File: config.mk
export PLATFORM = sky130hd
export DESIGN_NAME = sprite_commit_sequencer
export DESIGN_NICKNAME = d
export VERILOG_FILES = /design/src/rtl/sprite_pkg.sv /design/src/rtl/sprite_shadow_regfile.sv /design/src/rtl/sprite_commit_sequencer.sv
export SDC_FILE = /design/constraint.sdc
export NUM_CORES = 1
export LEC_CHECK = 0
export CAP_MARGIN = 20
export CORE_UTILIZATION = 52
export DETAILED_ROUTE_END_ITERATION = 7
export DONT_BUFFER_PORTS = 1
export PLACE_DENSITY = 0.67
export SLEW_MARGIN = 15
export SYNTH_ARGS = -nofsm -noshare
export SYNTH_HDL_FRONTEND = slang
export SYNTH_HIERARCHICAL = 1
export SYNTH_SLANG_ARGS = --single-unit
File: constraint.sdc
create_clock -name clk -period 2.4 [get_ports clk]
set_input_delay 0.12 -clock clk [delete_from_list [all_inputs] [get_ports clk]]
set_output_delay 0.12 -clock clk [all_outputs]
set_load 0.005 [all_outputs]
File: src/rtl/sprite_pkg.sv
// Shared constants, word map and FSM state type for the sprite commit sequencer.
package sprite_pkg;

  localparam int NUM_WORDS = 20;
  localparam int AW        = 5;
  localparam int DW        = 16;

  localparam logic [AW-1:0] SPR0_POS  = 5'd0;
  localparam logic [AW-1:0] SPR0_BMP0 = 5'd1;
  localparam logic [AW-1:0] SPR1_POS  = 5'd10;
  localparam logic [AW-1:0] SPR1_BMP0 = 5'd11;
  localparam logic [AW-1:0] LAST_WORD = 5'd19;
  localparam logic [AW-1:0] PTR_ONE   = 5'd1;

  typedef enum logic [1:0] {
    IDLE  = 2'd0,
    ARMED = 2'd1,
    COPY  = 2'd2,
    DONE  = 2'd3
  } state_e;

  function automatic logic addr_valid(input logic [AW-1:0] a);
    return (a <= LAST_WORD);
  endfunction

endpackage

File: src/rtl/sprite_shadow_regfile.sv
// Shadow word bank with per-word dirty bits, CPU write port, readback mux and copy port.
module sprite_shadow_regfile
  import sprite_pkg::*;
(
  input  logic          clk,
  input  logic          rst,
  input  logic          wr_en,
  input  logic [AW-1:0] wr_addr,
  input  logic [DW-1:0] wr_data,
  input  logic [AW-1:0] rd_addr,
  output logic [DW-1:0] rd_data,
  input  logic          clr_en,
  input  logic [AW-1:0] cp_addr,
  output logic [DW-1:0] cp_data,
  output logic          cp_dirty
);

  logic [DW-1:0]        shadow_q [NUM_WORDS];
  logic [DW-1:0]        shadow_d [NUM_WORDS];
  logic [NUM_WORDS-1:0] dirty_q;
  logic [NUM_WORDS-1:0] dirty_d;

  // Next-state: the CPU write is applied after the copy clear so it wins the dirty bit.
  always_comb begin
    shadow_d = shadow_q;
    dirty_d  = dirty_q;
    if (clr_en && addr_valid(cp_addr)) begin
      dirty_d[cp_addr] = 1'b0;
    end else begin
      dirty_d = dirty_d;
    end
    if (wr_en && addr_valid(wr_addr)) begin
      shadow_d[wr_addr] = wr_data;
      dirty_d[wr_addr]  = 1'b1;
    end else begin
      dirty_d = dirty_d;
    end
  end

  // Storage registers.
  always_ff @(posedge clk) begin
    if (rst) begin
      shadow_q <= '{default: 16'h0000};
      dirty_q  <= '0;
    end else begin
      shadow_q <= shadow_d;
      dirty_q  <= dirty_d;
    end
  end

  assign rd_data  = addr_valid(rd_addr) ? shadow_q[rd_addr] : 16'h0000;
  assign cp_data  = addr_valid(cp_addr) ? shadow_q[cp_addr] : 16'h0000;
  assign cp_dirty = addr_valid(cp_addr) ? dirty_q[cp_addr]  : 1'b0;

endmodule

File: src/rtl/sprite_commit_sequencer.sv
// Frame-synchronous commit controller: copies dirty shadow words to the active
// registers during vertical blank, one word per cycle, with completion irq.
module sprite_commit_sequencer
  import sprite_pkg::*;
(
  input  logic          clk,
  input  logic          rst,
  input  logic          wr_en,
  input  logic [AW-1:0] wr_addr,
  input  logic [DW-1:0] wr_data,
  input  logic [AW-1:0] rd_addr,
  output logic [DW-1:0] rd_data,
  input  logic          commit_req,
  input  logic          irq_clr,
  input  logic          vblank,
  output logic          act_we,
  output logic [AW-1:0] act_addr,
  output logic [DW-1:0] act_data,
  output logic          busy,
  output logic          irq,
  output logic          overrun
);

  state_e        state_q, state_d;
  logic [AW-1:0] ptr_q, ptr_d;
  logic          vblank_q;
  logic          irq_q, irq_d;
  logic          ovr_q, ovr_d;
  logic          irq_set, ovr_set, clr_en;
  logic          vb_rise, in_copy;
  logic [DW-1:0] cp_data;
  logic          cp_dirty;

  sprite_shadow_regfile u_regfile (
    .clk      (clk),
    .rst      (rst),
    .wr_en    (wr_en),
    .wr_addr  (wr_addr),
    .wr_data  (wr_data),
    .rd_addr  (rd_addr),
    .rd_data  (rd_data),
    .clr_en   (clr_en),
    .cp_addr  (ptr_q),
    .cp_data  (cp_data),
    .cp_dirty (cp_dirty)
  );

  assign vb_rise = vblank & ~vblank_q;
  assign in_copy = (state_q == COPY);

  // COPY watches the registered vblank so every act_* output stays flop-driven.
  always_comb begin
    state_d = state_q;
    ptr_d   = ptr_q;
    clr_en  = 1'b0;
    irq_set = 1'b0;
    ovr_set = 1'b0;
    case (state_q)
      IDLE: begin
        if (commit_req) state_d = ARMED;
        else            state_d = IDLE;
      end
      ARMED: begin
        if (vb_rise) begin
          state_d = COPY;
          ptr_d   = '0;
        end else begin
          state_d = ARMED;
        end
      end
      COPY: begin
        if (vblank_q) begin
          clr_en = 1'b1;
          if (ptr_q == LAST_WORD) begin
            state_d = DONE;
            ptr_d   = '0;
          end else begin
            ptr_d = ptr_q + PTR_ONE;
          end
        end else begin
          ovr_set = 1'b1;
          state_d = ARMED;
          ptr_d   = '0;
        end
      end
      DONE: begin
        irq_set = 1'b1;
        state_d = IDLE;
      end
      default: begin
        state_d = IDLE;
        ptr_d   = '0;
      end
    endcase
  end

  // A set in the same cycle as irq_clr takes priority.
  always_comb begin
    irq_d = irq_set | (irq_q & ~irq_clr);
    ovr_d = ovr_set | (ovr_q & ~irq_clr);
  end

  // Control and flag registers.
  always_ff @(posedge clk) begin
    if (rst) begin
      state_q  <= IDLE;
      ptr_q    <= '0;
      vblank_q <= 1'b0;
      irq_q    <= 1'b0;
      ovr_q    <= 1'b0;
    end else begin
      state_q  <= state_d;
      ptr_q    <= ptr_d;
      vblank_q <= vblank;
      irq_q    <= irq_d;
      ovr_q    <= ovr_d;
    end
  end

  assign act_we   = in_copy & vblank_q & cp_dirty;
  assign act_addr = in_copy ? ptr_q : 5'd0;
  assign act_data = in_copy ? cp_data : 16'h0000;
  assign busy     = (state_q != IDLE);
  assign irq      = irq_q;
  assign overrun  = ovr_q;

endmodule
### Word level (Yosys, flattened, before mapping)

Cells that the tools add are included.

* multiplexer cells: 36
* reduce and logical (&&, ||, !) cells: 9
* bitwise gates (word level): 15
* $add $sub $neg: 1
* equality and inequality tests: 6
* magnitude comparators: 11

Operators by type and width (count)
* bitwise mux 320 bit: 1
* binary-select mux 16 bit (select 5 bit): 2
* 2-to-1 mux 16 bit: 8
* demux 16 bit (select 5 bit): 1
* 2-to-1 mux 20 bit: 2
* AND 20 bit: 1
* 2-to-1 mux 5 bit: 4
* inverter 20 bit: 1
* bitwise OR 20 bit: 1
* greater-or-equal comparator 6 bit, second input constant: 3
* inverter 5 -> 6 bit: 3
* less-or-equal comparator 5 bit, second input constant: 3
* less-than comparator 5 x 6 -> 1 bit, second input constant: 2
* demux 1 bit (select 5 bit): 2
* greater-or-equal comparator 5 x 1 -> 1 bit, second input constant: 2
* 2-to-1 mux 1 bit: 10
* one-hot mux 5 bit (2 select lines): 1
* one-hot mux 2 bit (4 select lines): 1
* less-than comparator 6 x 1 -> 1 bit, second input constant: 1
* 2-to-1 mux 2 bit: 3
* adder 5 x 1 -> 5 bit, second input constant: 1
* AND 1 bit: 5
* binary-select mux 1 bit (select 5 bit): 1
* equality test 5 bit, second input constant: 1
* 10 further kinds: 18

* register bits: 350
* input bits: 32
* word-level logic and storage cells: 104
* output and inout bits: 41

### Depth between registers and ports, before layout

* depth in word-level cells: 9
* depth in mapped cells: 9
* mapped depth without buffers: 5

### Hierarchy

Netlist, hierarchy kept.

Modules (own cells, without submodules)
* sprite_shadow_regfile: times used 1, seq. area each 6806.5 um2, area each 17441.7 um2, cells each 2019
* sprite_commit_sequencer: times used 1, seq. area each 200.2 um2, area each 638.1 um2, cells each 79

### Least setup slack after synthesis

No wires, ideal clock.

* path type: register -> output
* start: register ptr_q[0]
* end: output port act_data[9]
* path buffers: 2
* setup slack: 401 ps
* cell stages (with the launch flop): 8
* required time: 2280 ps
* arrival: 1879 ps
* cell sequence: dfxtp_1 > buf_6 > buf_6 > mux4_1 > mux2_2 > a22oi_1 > o21ai_1 > and2_1

* longest elaborated chain between the ends: 6
* elaborated cells between the ends (all ways): 7
* classes of those cells: order compare (1); mux (5); bitwise (1)

Ends and longest elaborated chain
* from (decl): RTL line sprite_commit_sequencer.sv:25 `logic [AW-1:0] ptr_q, ptr_d;`
* from (signal assigned): RTL line sprite_commit_sequencer.sv:113 `ptr_q <= ptr_d;`
* inverter 5 -> 6 bit (implied by the code): RTL line sprite_shadow_regfile.sv:52 `assign cp_data = addr_valid(cp_addr) ? shadow_q[cp_addr] : 16'h0000;`
* binary-select mux 16 bit (select 5 bit): RTL line sprite_shadow_regfile.sv:52
* 2-to-1 mux 16 bit (implied by the code) (2 in series): RTL line sprite_shadow_regfile.sv:52
* 2-to-1 mux 16 bit *: RTL line sprite_shadow_regfile.sv:52
* net cp_data[9]: RTL line sprite_commit_sequencer.sv:31 `logic [DW-1:0] cp_data;`
* 2-to-1 mux 16 bit *: RTL line sprite_commit_sequencer.sv:122 `assign act_data = in_copy ? cp_data : 16'h0000;`
* to (decl): RTL line sprite_commit_sequencer.sv:18 `output logic [DW-1:0] act_data,`

The timed path passes the listed nets; every way through them passes the cells marked *. The select of a mux whose other input is x is not followed.

### Worst setup path after layout

* start: register ptr_q[0]
* end: output port act_data[12]

The elaborated chain is that of the path after synthesis.

==> qor.yml <==
route.vias.total: 17703
antenna_found_initial: 0
gr-usage-met1: 0.491
irDropWorstVdd_v: 0.000433
cpPeakStageDelay_ps: 550
final_hold_viol_count: 0
drive_above_1_share: 0.157
grt-ovfl-total: 0
crit_top_cell: "buf_12"
top_usage_layer: "met2"
portBuffers: 0
synth-main-ff-cell: "dfxtp_1"
gp_congestion: 0.922
cts_sinks: 350
total_power_mw: 12.6
hold_path_class: "in -> reg"
crit_type: "reg -> out"
ys_ff_latch: 350
met2_usage: 0.579
synthDistinctLibCells: 55
cp-end-kind: "primary output"
synth.area.top_cells: "dfxtp_1, nand2_1, mux4_2"
die_width_um: 188
die_area_um2: 35500
crit_arrival_ps: 2640
cts_root_buffer: "clkbuf_16"
grt_pass1_wl_um: 104000
die_h_um: 188
layout_min_cycle_time_ps: 2760
start_util: 0.534
synthesis.nets: 2131
num_rows: 67
hold_start: "wr_addr[4]"
final_cell_mix: "nand2_1, dfxtp_1, a21oi_1"
synthCells: 2098
design_area_um2: 22600
status: "complete, but fails checks"
cp_data_required_time_ps: 2280
drtIter0Drc: 2342
cts_max_path_buffers: 3
yosysTopAreaCell: "dfxtp_1"
setup_viol_count_final: 18
finalCritPeriodShare: 1.15
cts_tree: "yes"
fmax_mhz: 362
seq_area_frac_synth: 0.388
worst_pin_slew_ps: 912
cp_top_family: "multiplexers"
reg2reg_from: "ptr_q[3]"
cts_buffers: 38
core_area_um2: 33900
setup_ws_ps: -364
synth-edff-count: 0
htree_levels: 2
use_met3: 0.0890
clk_pin_slew_ps: 60
skew_ps: 9.97
power.leakage_nw: 8.22
drc: 0
crit_chain: "buf_12, buf_12, mux4_1, mux2_2, a22oi_2, o21ai_1, and2_4"
via_per_inst: 6.38
violations: "setup timing"
cellPowerDensity_nw_per_um2: 556
pin_count: 73
drt-pass1-iter-count: 6
drv_slew: 0
yosys.area.top_type_share: 0.388
critPathBufInv: 2
maxCapViolCount: 0
post-dp-hpwl_um: 39000
synth_area_um2: 18100
synthArstFlopShare: 0
nNetsFinal: 2330
post_synth.cell_area_avg_um2: 8.62
start_kind: "register"
grt_pass1_vias: 17531
path_max_fanout: 13
antenna_left: 0
placed_cell_area_um2: 18400
cpMaxStageDelayCell: "mux4_1"
slew_headroom: 0.390
placed_cells: 2431
yosys_warnings: 6
layout_commonest_cell: "nand2_1"
crit_start: "ptr_q[0]"
area_delta_synth_final_pct: 25.2
clk_latency_ps: 530
rsz0062_at_grt: "yes"
layoutNonFillerInstCount: 2776
wl_um: 68900
routedWlPerCell_um: 24.8
grt_use_total: 0.384
grt_max_degree: 227
[sequential cells by signal, summed over array words and instances (netlist names)]
signal / flops
u_regfile/shadow_q: 320
u_regfile/dirty_q: 20
ptr_q: 5
state_q: 2
irq: 1
overrun: 1
vblank_q: 1
[what timing repair did]
item,4_1_cts,5_1_grt
setup buffers,10,21
resized for setup,52,24
pin swaps,13,10
gates cloned,0,2
hold buffers,244,0
hold endpoints to repair,350,0
endpoints found under the setup margin,17,21
[cell families after synthesis]
kind of cell    count (synthesis)  synth area share
mux                           236             0.223
buf+inv                       196            0.0516
simple gates                  859             0.200
compound gates                456             0.138
flops                         350             0.388
fa+ha+maj                       1          0.000692
[report_power, final]
group | internal (mW) | switching [mW] | total (mW)
Sequential | 5.85 | 0.0411 | 5.90
Clock | 3.65 | 2.44 | 6.10
Combinational | 0.263 | 0.344 | 0.607
[stage by stage]
stage | util | hold WS, ps | worst slack [ps] | TNS, ps
2_1_floorplan | - | 192 | 401 | 0
3_3_place_gp | 0.543 | 217 | 43.3 | 0
3_5_place_dp | 0.543 | 223 | 23.2 | 0
4_1_cts | 0.661 | 29.7 | -305 | -4540
5_1_grt | 0.669 | 70.1 | -376 | -5160
6_report | 0.669 | 41.6 | -364 | -4540
[worst paths after layout]
path,to,slack [ps],depth (start not counted)
setup / recovery,act_data[12],-360,7
hold / removal,u_regfile/shadow_q[0],40,4
setup reg to reg,u_regfile/dirty_q[15],-10,6
hold reg to reg,u_regfile/shadow_q[268],470,2
[worst register-to-register path: cells and delay by family (launching register included)]
| kind | cells | cell delay, ps |
|---|---|---|
| buffers and inverters | 2 | 950 |
| AOI/OAI and AO/OA | 2 | 360 |
| DFF | 1 | 360 |
| and+or+nand+nor | 2 | 630 |
[cell type report]
type | count | area (um2)
tap | 448 | 561
sequential | 350 | 7020
timing repair buffer | 351 | 3470
multi-input combinational | 1552 | 10300
antenna | 1 | 2.50
clock buffer | 64 | 1170
inverter | 4 | 15.0
clock inverter | 6 | 109
fill | 2676 | 11200
[Yosys cell counts, drive strengths merged (17+ instances only)]
| cell type | instances |
|---|---|
| nand2 | 716 |
| dfxtp | 350 |
| a21oi | 343 |
| mux4 | 126 |
| clkbuf | 118 |
| mux2i | 92 |
| buf | 73 |
| o21ai | 37 |
| a22oi | 36 |
| nor2 | 30 |
| and2 | 27 |
| mux2 | 18 |
| nand2b | 17 |
[layer usage]
metal	wire [um]	vias to the layer above
met4	4990	0
met1	25300	8533
met3	8530	298
met5	0	-
li1	-	7678
met2	30100	1194
Power figures use the tool's default switching activity.
